File: src/rtl/sram_pixel_fetch_if.sv
// sram_pixel_fetch_if: SRAM read bus, pixel stream and control bundle for sram_pixel_fetch
interface sram_pixel_fetch_if #(parameter int ADDR_W = 32);
  logic              start;
  logic [ADDR_W-1:0] base_addr;
  logic              read_req;
  logic [ADDR_W-1:0] read_addr;
  logic [31:0]       read_data;
  logic              read_valid;
  logic [7:0]        pix_out;
  logic              pix_valid;
  logic              pix_ready;
  logic              row_end;
  logic              img_done;
  logic              busy;
  modport master (
    input  start, base_addr, read_data, read_valid, pix_ready,
    output read_req, read_addr, pix_out, pix_valid, row_end, img_done, busy
  );
  modport slave (
    output start, base_addr, read_data, read_valid, pix_ready,
    input  read_req, read_addr, pix_out, pix_valid, row_end, img_done, busy
  );
endinterface

File: src/rtl/sram_pixel_fetch.sv
// sram_pixel_fetch: fetches packed 8-bit pixels from SRAM via a 2-word FIFO into a pixel stream
// SERPENTINE_READ_EN: odd rows fetched right-to-left (words WPR-1..0, bytes 3..0)
module sram_pixel_fetch #(
  parameter int IMG_WIDTH  = 640,
  parameter int IMG_HEIGHT = 480,
  parameter int ADDR_W     = 32
) (
  input logic               clk,
  input logic               rst,
  sram_pixel_fetch_if.master bus
);
  localparam int WPR = IMG_WIDTH / 4;
  localparam int WW  = $clog2(WPR + 1);
  localparam int RW  = $clog2(IMG_HEIGHT + 1);
  localparam logic [WW-1:0] WLAST = WW'(WPR - 1);
  localparam logic [RW-1:0] RLAST = RW'(IMG_HEIGHT - 1);
  typedef enum logic [2:0] {IDLE, FETCH, WAIT, DRAIN, DONE} state_t;
  state_t state, state_n;
  logic [ADDR_W-1:0] base;
  logic [RW-1:0] f_row, o_row;
  logic [WW-1:0] f_word, o_word, f_idx;
  logic [1:0] o_byte, b_idx, cnt, cnt_n;
  logic f_more, outst, wr_ptr, rd_ptr;
  logic [31:0] mem [2];
  logic push, pop, xfer, last_pix, can_fetch;
  assign push      = bus.read_valid & outst;
  assign xfer      = bus.pix_valid & bus.pix_ready;
  assign pop       = xfer & (o_byte == 2'd3);
  assign cnt_n     = cnt + {1'b0, push} - {1'b0, pop};
  assign can_fetch = f_more & (cnt_n != 2'd2);
  assign last_pix  = pop & (o_word == WLAST) & (o_row == RLAST);
`ifdef SERPENTINE_READ_EN
  assign f_idx = f_row[0] ? WLAST - f_word : f_word;
  assign b_idx = o_row[0] ? ~o_byte : o_byte;
`else
  assign f_idx = f_word;
  assign b_idx = o_byte;
`endif
  always_comb begin
    state_n = state;
    case (state)
      IDLE:    state_n = bus.start ? FETCH : IDLE;
      FETCH:   state_n = WAIT;
      WAIT:    state_n = !push ? WAIT : can_fetch ? FETCH : DRAIN;
      DRAIN:   state_n = can_fetch ? FETCH : last_pix ? DONE : DRAIN;
      DONE:    state_n = IDLE;
      default: state_n = IDLE;
    endcase
  end
  assign bus.read_req  = state == FETCH;
  assign bus.read_addr = bus.read_req ? base + ((ADDR_W'(f_row) * ADDR_W'(WPR) + ADDR_W'(f_idx)) << 2) : '0;
  assign bus.busy      = state != IDLE;
  assign bus.img_done  = state == DONE;
  assign bus.pix_valid = cnt != 2'd0;
  assign bus.pix_out   = mem[rd_ptr][{b_idx, 3'b000} +: 8];
  assign bus.row_end   = bus.pix_valid & (o_byte == 2'd3) & (o_word == WLAST);
  always_ff @(posedge clk or posedge rst) begin
    if (rst) begin
      state  <= IDLE;
      base   <= '0;
      f_row  <= '0;
      f_word <= '0;
      f_more <= 1'b0;
      outst  <= 1'b0;
      o_row  <= '0;
      o_word <= '0;
      o_byte <= '0;
      cnt    <= '0;
      wr_ptr <= 1'b0;
      rd_ptr <= 1'b0;
      mem[0] <= '0;
      mem[1] <= '0;
    end else begin
      state <= state_n;
      cnt   <= cnt_n;
      outst <= bus.read_req | (outst & !bus.read_valid);
      if (state == IDLE && bus.start) begin
        base   <= bus.base_addr;
        f_row  <= '0;
        f_word <= '0;
        f_more <= 1'b1;
        o_row  <= '0;
        o_word <= '0;
        o_byte <= '0;
      end
      if (bus.read_req) begin
        f_word <= (f_word == WLAST) ? '0 : f_word + 1'b1;
        if (f_word == WLAST) begin
          f_row  <= f_row + 1'b1;
          f_more <= f_row != RLAST;
        end
      end
      if (push) begin
        mem[wr_ptr] <= bus.read_data;
        wr_ptr      <= ~wr_ptr;
      end
      if (xfer) o_byte <= o_byte + 1'b1;
      if (pop) begin
        rd_ptr <= ~rd_ptr;
        o_word <= (o_word == WLAST) ? '0 : o_word + 1'b1;
        if (o_word == WLAST) o_row <= o_row + 1'b1;
      end
    end
  end
endmodule
File: src/flat_wrapper.sv
// flat-port wrapper written by rule: the top's interface ports become plain ports
module sram_pixel_fetch_flat 
#(
  parameter int IMG_WIDTH  = 640,
  parameter int IMG_HEIGHT = 480,
  parameter int ADDR_W     = 32
)
  (clk, rst, bus_start, bus_base_addr, bus_read_data, bus_read_valid, bus_pix_ready, bus_read_req, bus_read_addr, bus_pix_out, bus_pix_valid, bus_row_end, bus_img_done, bus_busy);
  sram_pixel_fetch_if #(.ADDR_W(ADDR_W)) bus_i ();
  input logic clk;
  input logic rst;
  input wire logic [$bits(bus_i.start)-1:0] bus_start;
  input wire logic [$bits(bus_i.base_addr)-1:0] bus_base_addr;
  input wire logic [$bits(bus_i.read_data)-1:0] bus_read_data;
  input wire logic [$bits(bus_i.read_valid)-1:0] bus_read_valid;
  input wire logic [$bits(bus_i.pix_ready)-1:0] bus_pix_ready;
  output wire logic [$bits(bus_i.read_req)-1:0] bus_read_req;
  output wire logic [$bits(bus_i.read_addr)-1:0] bus_read_addr;
  output wire logic [$bits(bus_i.pix_out)-1:0] bus_pix_out;
  output wire logic [$bits(bus_i.pix_valid)-1:0] bus_pix_valid;
  output wire logic [$bits(bus_i.row_end)-1:0] bus_row_end;
  output wire logic [$bits(bus_i.img_done)-1:0] bus_img_done;
  output wire logic [$bits(bus_i.busy)-1:0] bus_busy;
  assign bus_i.start = bus_start;
  assign bus_i.base_addr = bus_base_addr;
  assign bus_i.read_data = bus_read_data;
  assign bus_i.read_valid = bus_read_valid;
  assign bus_i.pix_ready = bus_pix_ready;
  assign bus_read_req = bus_i.read_req;
  assign bus_read_addr = bus_i.read_addr;
  assign bus_pix_out = bus_i.pix_out;
  assign bus_pix_valid = bus_i.pix_valid;
  assign bus_row_end = bus_i.row_end;
  assign bus_img_done = bus_i.img_done;
  assign bus_busy = bus_i.busy;
  sram_pixel_fetch #(.IMG_WIDTH(IMG_WIDTH), .IMG_HEIGHT(IMG_HEIGHT), .ADDR_W(ADDR_W)) u_core (.clk(clk), .rst(rst), .bus(bus_i));
endmodule
File: config.mk
export PLATFORM = sky130hd
export DESIGN_NAME = sram_pixel_fetch_flat
export DESIGN_NICKNAME = d
export VERILOG_FILES = /design/src/rtl/sram_pixel_fetch_if.sv /design/src/rtl/sram_pixel_fetch.sv /design/src/flat_wrapper.sv
export SDC_FILE = /design/constraint.sdc
export NUM_CORES = 1
export LEC_CHECK = 0
export ABC_AREA = 0
export CAP_MARGIN = 10
export CORE_UTILIZATION = 35
export DETAILED_ROUTE_END_ITERATION = 16
export DONT_BUFFER_PORTS = 1
export SYNTH_ARGS = -nofsm -noshare
export SYNTH_HDL_FRONTEND = slang
export SYNTH_SLANG_ARGS = --single-unit
File: constraint.sdc
create_clock -name clk -period 4.96 [get_ports clk]
set_clock_uncertainty 0.05 [all_clocks]
set_input_delay 0.992 -clock clk [delete_from_list [all_inputs] [get_ports clk]]
set_output_delay 0.992 -clock clk [all_outputs]
set_load 0.1 [all_outputs]
==> flow_summary.html <==
<table>
<tr><th>Metric</th><th>Value</th></tr>
<tr><th colspan="2">Detailed routing</th></tr>
<tr><td>Detailed-route wire length per cell</td><td>16.1 um</td></tr>
<tr><td>Remaining antenna violation count after routing</td><td>0</td></tr>
<tr><td>Remaining routing DRC violations</td><td>0</td></tr>
<tr><td>Router iterations before antenna repair</td><td>5</td></tr>
<tr><td>Total routed wirelength</td><td>20.4 mm</td></tr>
<tr><td>Via density per instance</td><td>5.21</td></tr>
<tr><td>Drt first-iter violations</td><td>266</td></tr>
<tr><td>Via count</td><td>6603</td></tr>
<tr><th colspan="2">Placement</th></tr>
<tr><td>Port Buffers</td><td>0</td></tr>
<tr><td>Placed Area</td><td>10000 um2</td></tr>
<tr><td>Final Wtd Congestion</td><td>0.831</td></tr>
<tr><td>Detail Placement HPWL</td><td>14.2 mm</td></tr>
<tr><th colspan="2">Timing</th></tr>
<tr><td>Actual transition at the worst max-transition pin</td><td>1.07 ns</td></tr>
<tr><td>Final Worst Setup Slack</td><td>-0.821 ns</td></tr>
<tr><td>Remaining max-slew budget at the tightest pin</td><td>28.7%</td></tr>
<tr><td>Unrepaired setup endpoints after global routing</td><td>true</td></tr>
<tr><td>Final Slew Violations</td><td>0</td></tr>
<tr><td>Post-layout minimum cycle time</td><td>5.78 ns</td></tr>
<tr><td>Count of final setup violators</td><td>17</td></tr>
<tr><td>Fmax</td><td>173 MHz</td></tr>
<tr><td>Setup TNS</td><td>-11.21 ns</td></tr>
<tr><td>Hold violation count in the final report</td><td>0</td></tr>
<tr><td>Fin crit share</td><td>117%</td></tr>
<tr><th colspan="2">Clocking</th></tr>
<tr><td>Number of CTS-inserted buffers</td><td>17</td></tr>
<tr><td>Total number of H-tree levels</td><td>4</td></tr>
<tr><td>Clock latency on the worst-skew pair</td><td>0.43 ns</td></tr>
<tr><td>Master cell of the clock root buffer</td><td>sky130_fd_sc_hd__clkbuf_16</td></tr>
<tr><td>Clock transition at the register clock pins on the worst setup and hold paths after CTS</td><td>0.06 ns</td></tr>
<tr><td>CTS tree</td><td>done</td></tr>
<tr><td>Count of clock tree sinks</td><td>141</td></tr>
<tr><td>Largest buffer count on any clock path</td><td>2</td></tr>
<tr><th colspan="2">Power</th></tr>
<tr><td>Total Power</td><td>6.53 mW</td></tr>
<tr><td>Static Leakage</td><td>4.90 nW</td></tr>
<tr><td>Worst voltage drop across the vdd grid</td><td>0.802 mV</td></tr>
<tr><td>Power per unit of standard cell area</td><td>585 nW/um2</td></tr>
<tr><th colspan="2">Floorplan</th></tr>
<tr><td>Total Die Area</td><td>24600 um2</td></tr>
<tr><td>Total number of placement rows</td><td>56</td></tr>
<tr><td>Count of pins on the block boundary</td><td>114</td></tr>
<tr><td>Die boundary height</td><td>157 um</td></tr>
<tr><td>Starting Density</td><td>35.7%</td></tr>
<tr><td>Die width</td><td>157 um</td></tr>
<tr><td>Core region area</td><td>23500 um2</td></tr>
<tr><th colspan="2">Critical path</th></tr>
<tr><td>R2R depth</td><td>12</td></tr>
<tr><td>Type of destination of the critical path</td><td>primary output</td></tr>
<tr><td>Crit Reg-Reg Startpoint</td><td>u_core.b_idx[1]</td></tr>
<tr><td>Origin of the worst setup path</td><td>u_core.f_row[1]</td></tr>
<tr><td>Arrival time at the worst endpoint</td><td>4.74 ns</td></tr>
<tr><td>Type of the setup path with the least slack</td><td>reg -&gt; out</td></tr>
<tr><td>Worst setup SP type</td><td>register</td></tr>
<tr><td>Highest fanout seen on the critical path</td><td>6</td></tr>
<tr><td>Critical Path RT</td><td>3.92 ns</td></tr>
<tr><th colspan="2">Yosys</th></tr>
<tr><td>Number of enable-type register cells in the synthesized netlist</td><td>0</td></tr>
<tr><td>Share of the synthesized area in the top cell type</td><td>42.1%</td></tr>
<tr><td>Post-synth top cells</td><td>153 x sky130_fd_sc_hd__nand2_1, 141 x sky130_fd_sc_hd__dfrtp_1, 73 x sky130_fd_sc_hd__mux2_2</td></tr>
<tr><td>Most frequently used flop master after synthesis</td><td>sky130_fd_sc_hd__dfrtp_1</td></tr>
<tr><td>Seq/Total Area, Yosys</td><td>42.1%</td></tr>
<tr><td>Mapped Area</td><td>8380 um2</td></tr>
<tr><td>Main area contributors after synthesis</td><td>sky130_fd_sc_hd__dfrtp_1 42%, sky130_fd_sc_hd__mux2_2 9.8%, sky130_fd_sc_hd__nand2_1 6.9%</td></tr>
<tr><td>Warnings, synthesis</td><td>0</td></tr>
<tr><td>Count leader, synth</td><td>sky130_fd_sc_hd__nand2_1</td></tr>
<tr><td>Average cell area after synthesis</td><td>9.94 um2</td></tr>
<tr><td>Number of instances in the synthesized netlist</td><td>843</td></tr>
<tr><td>Post-synthesis register bit count</td><td>141</td></tr>
<tr><td>Number of distinct library cells after synthesis</td><td>70</td></tr>
<tr><td>Synth area leader</td><td>sky130_fd_sc_hd__dfrtp_1</td></tr>
<tr><td>Synth Net Count</td><td>958</td></tr>
<tr><td>Proportion of register bits with asynchronous set or reset after synthesis</td><td>100%</td></tr>
<tr><th colspan="2">Run</th></tr>
<tr><td>Max Cap Viol</td><td>0</td></tr>
<tr><th colspan="2">Hold path</th></tr>
<tr><td>Classification of the worst-slack hold path</td><td>reg -&gt; reg</td></tr>
<tr><td>Worst Hold Launch</td><td>u_core.base[1]</td></tr>
<tr><td>Hold Path Depth</td><td>2</td></tr>
<tr><th colspan="2">Cells and area</th></tr>
<tr><td>Relative area change from synthesis to final layout</td><td>33.3%</td></tr>
<tr><td>Layout cell share with drive strength beyond 1</td><td>35.1%</td></tr>
<tr><td>Number of inserted diodes</td><td>0</td></tr>
<tr><td>Design area</td><td>11200 um2</td></tr>
<tr><td># nets final</td><td>1051</td></tr>
<tr><th colspan="2">GRT</th></tr>
<tr><td>First-pass GRT wire length</td><td>33.6 mm</td></tr>
<tr><td>Initial antenna violation count</td><td>0</td></tr>
<tr><td>Overall overflow remaining after global route</td><td>0</td></tr>
<tr><td>Via count of the first global-routing pass</td><td>6720</td></tr>
<tr><td>Maximum number of pins on one net before global-route repair</td><td>80</td></tr>
<tr><td>Global-route usage over all layers</td><td>17.4%</td></tr>
<tr><th colspan="2">Run status</th></tr>
<tr><td>Violations in the final reports</td><td>setup timing</td></tr>
<tr><td>Result of the run</td><td>finished, violations left</td></tr>
</table>
critical path, stage by stage (launching register included):
cell and delay (ns):
sky130_fd_sc_hd__dfrtp_1 0.41, sky130_fd_sc_hd__ha_4 0.26, sky130_fd_sc_hd__ha_4 0.16, sky130_fd_sc_hd__fa_2 0.38, sky130_fd_sc_hd__a211oi_4 0.28, sky130_fd_sc_hd__nor2_1 0.08
sky130_fd_sc_hd__xor2_1 0.17, sky130_fd_sc_hd__or4b_4 0.51, sky130_fd_sc_hd__nor2_4 0.09, sky130_fd_sc_hd__xnor3_1 0.27, sky130_fd_sc_hd__ha_4 0.29, sky130_fd_sc_hd__and3_4 0.18
sky130_fd_sc_hd__and3_4 0.19, sky130_fd_sc_hd__nand2_2 0.05, sky130_fd_sc_hd__a21o_4 0.21, sky130_fd_sc_hd__a211oi_4 0.29, sky130_fd_sc_hd__mux2i_4 0.30, sky130_fd_sc_hd__buf_12 0.20
power by group:
| group | switching, mW | total, mW | internal, mW |
|---|---|---|---|
| Sequential | 0.372 | 1.97 | 1.59 |
| Clock | 0.546 | 1.33 | 0.780 |
| Combinational | 2.04 | 3.24 | 1.20 |
| Total | 2.96 | 6.53 | 3.57 |
layout make-up:
| class | count | area [um2] |
|---|---|---|
| Multi-Input combinational cell | 649 | 5400 |
| Inverter | 20 | 82.6 |
| Clock buffer | 19 | 453 |
| Fill cell | 2107 | 12300 |
| Clock inverter | 13 | 154 |
| Sequential cell | 141 | 3530 |
| Timing Repair Buffer | 107 | 1160 |
| Tap cell | 319 | 399 |
sequential cells by signal, indices dropped and copies added (netlist names):
| register | flops |
|---|---|
| u_core.mem | 64 |
| u_core.base | 32 |
| u_core.f_row | 9 |
| u_core.o_row | 9 |
| u_core.f_idx | 8 |
| u_core.o_word | 8 |
| u_core.state | 3 |
| u_core.b_idx | 2 |
| u_core.cnt | 2 |
| u_core.f_more | 1 |
| u_core.outst | 1 |
| u_core.rd_ptr | 1 |
| u_core.wr_ptr | 1 |
routing by layer:
layer / track usage [%] / vias up / share of wire, %
met5: 0 / - / 0
met3: 5.34 / 24 / 6.6
li1: - / 3227 / -
met4: 6.63 / 0 / 1.9
met1: 21.7 / 3210 / 44
met2: 28.2 / 142 / 47
final timing paths:
path / endpoint / slack [ns]
hold / removal: u_core.base[1] / 0.41
setup / recovery: bus_read_addr[29] / -0.82
hold reg to reg: u_core.base[1] / 0.41
setup reg to reg: u_core.state[1] / 2.17
min in group asynchronous: u_core.mem[26] / 0.47
max in group asynchronous: u_core.base[10] / 3.40
metrics by stage:
stage               setup slack [ns]  hold WS [ns]  util (%)  instances
global placement              -0.450         0.404      42.6       1227
CTS                           -0.859         0.421      45.9       1263
global route                   -1.01         0.444      47.6       1268
finish                        -0.821         0.414      47.6       1268
floorplan                     -0.810         0.387         -        843
detailed placement            -0.488         0.405      42.6       1227
cell families (layout without fill, tap and decap cells):
family	Yosys count	in the layout	synth area share, %
xor gates and xnor gates	32	32	3.51
buffers and inverters	53	159	2.42
and+or+nand+nor	326	326	18.2
muxes	97	97	15.1
AOI/OAI and AO/OA	147	147	11.6
adders and majority gates	46	46	7.13
DFF	141	141	42.1
other	1	1	0.0447
cell usage in the layout (no fill, tap or decap), types with 6 or more instances in the layout:
master | netlist | final
sky130_fd_sc_hd__a21o_1 | 12 | 11
sky130_fd_sc_hd__a21oi_1 | 21 | 15
sky130_fd_sc_hd__and3_1 | 16 | 12
sky130_fd_sc_hd__buf_12 | 0 | 18
sky130_fd_sc_hd__buf_4 | 0 | 74
sky130_fd_sc_hd__buf_6 | 0 | 10
sky130_fd_sc_hd__clkbuf_16 | 0 | 21
sky130_fd_sc_hd__dfrtp_1 | 141 | 141
sky130_fd_sc_hd__ha_1 | 43 | 34
sky130_fd_sc_hd__ha_4 | 0 | 9
sky130_fd_sc_hd__inv_1 | 18 | 15
sky130_fd_sc_hd__mux2_2 | 73 | 73
sky130_fd_sc_hd__mux2i_4 | 0 | 6
sky130_fd_sc_hd__mux4_2 | 16 | 16
sky130_fd_sc_hd__nand2_1 | 153 | 150
sky130_fd_sc_hd__nand2b_1 | 7 | 7
sky130_fd_sc_hd__nand3_1 | 33 | 33
sky130_fd_sc_hd__nand4_1 | 11 | 11
sky130_fd_sc_hd__nor2_1 | 51 | 36
sky130_fd_sc_hd__nor2_2 | 0 | 10
sky130_fd_sc_hd__nor3_1 | 20 | 15
sky130_fd_sc_hd__nor3_4 | 1 | 6
sky130_fd_sc_hd__o21a_1 | 8 | 8
sky130_fd_sc_hd__o21ai_0 | 49 | 44
sky130_fd_sc_hd__xnor2_1 | 14 | 9
sky130_fd_sc_hd__xor2_1 | 17 | 15
timing repair:
| item | in CTS | in global routing |
|---|---|---|
| gates resized for setup | 27 | 51 |
| buffers inserted | 7 | 6 |
| pin swaps | 26 | 33 |
| hold buffers | 0 | 0 |
| endpoints found under the setup margin | 18 | 19 |
(Power assumes the default switching activity.)
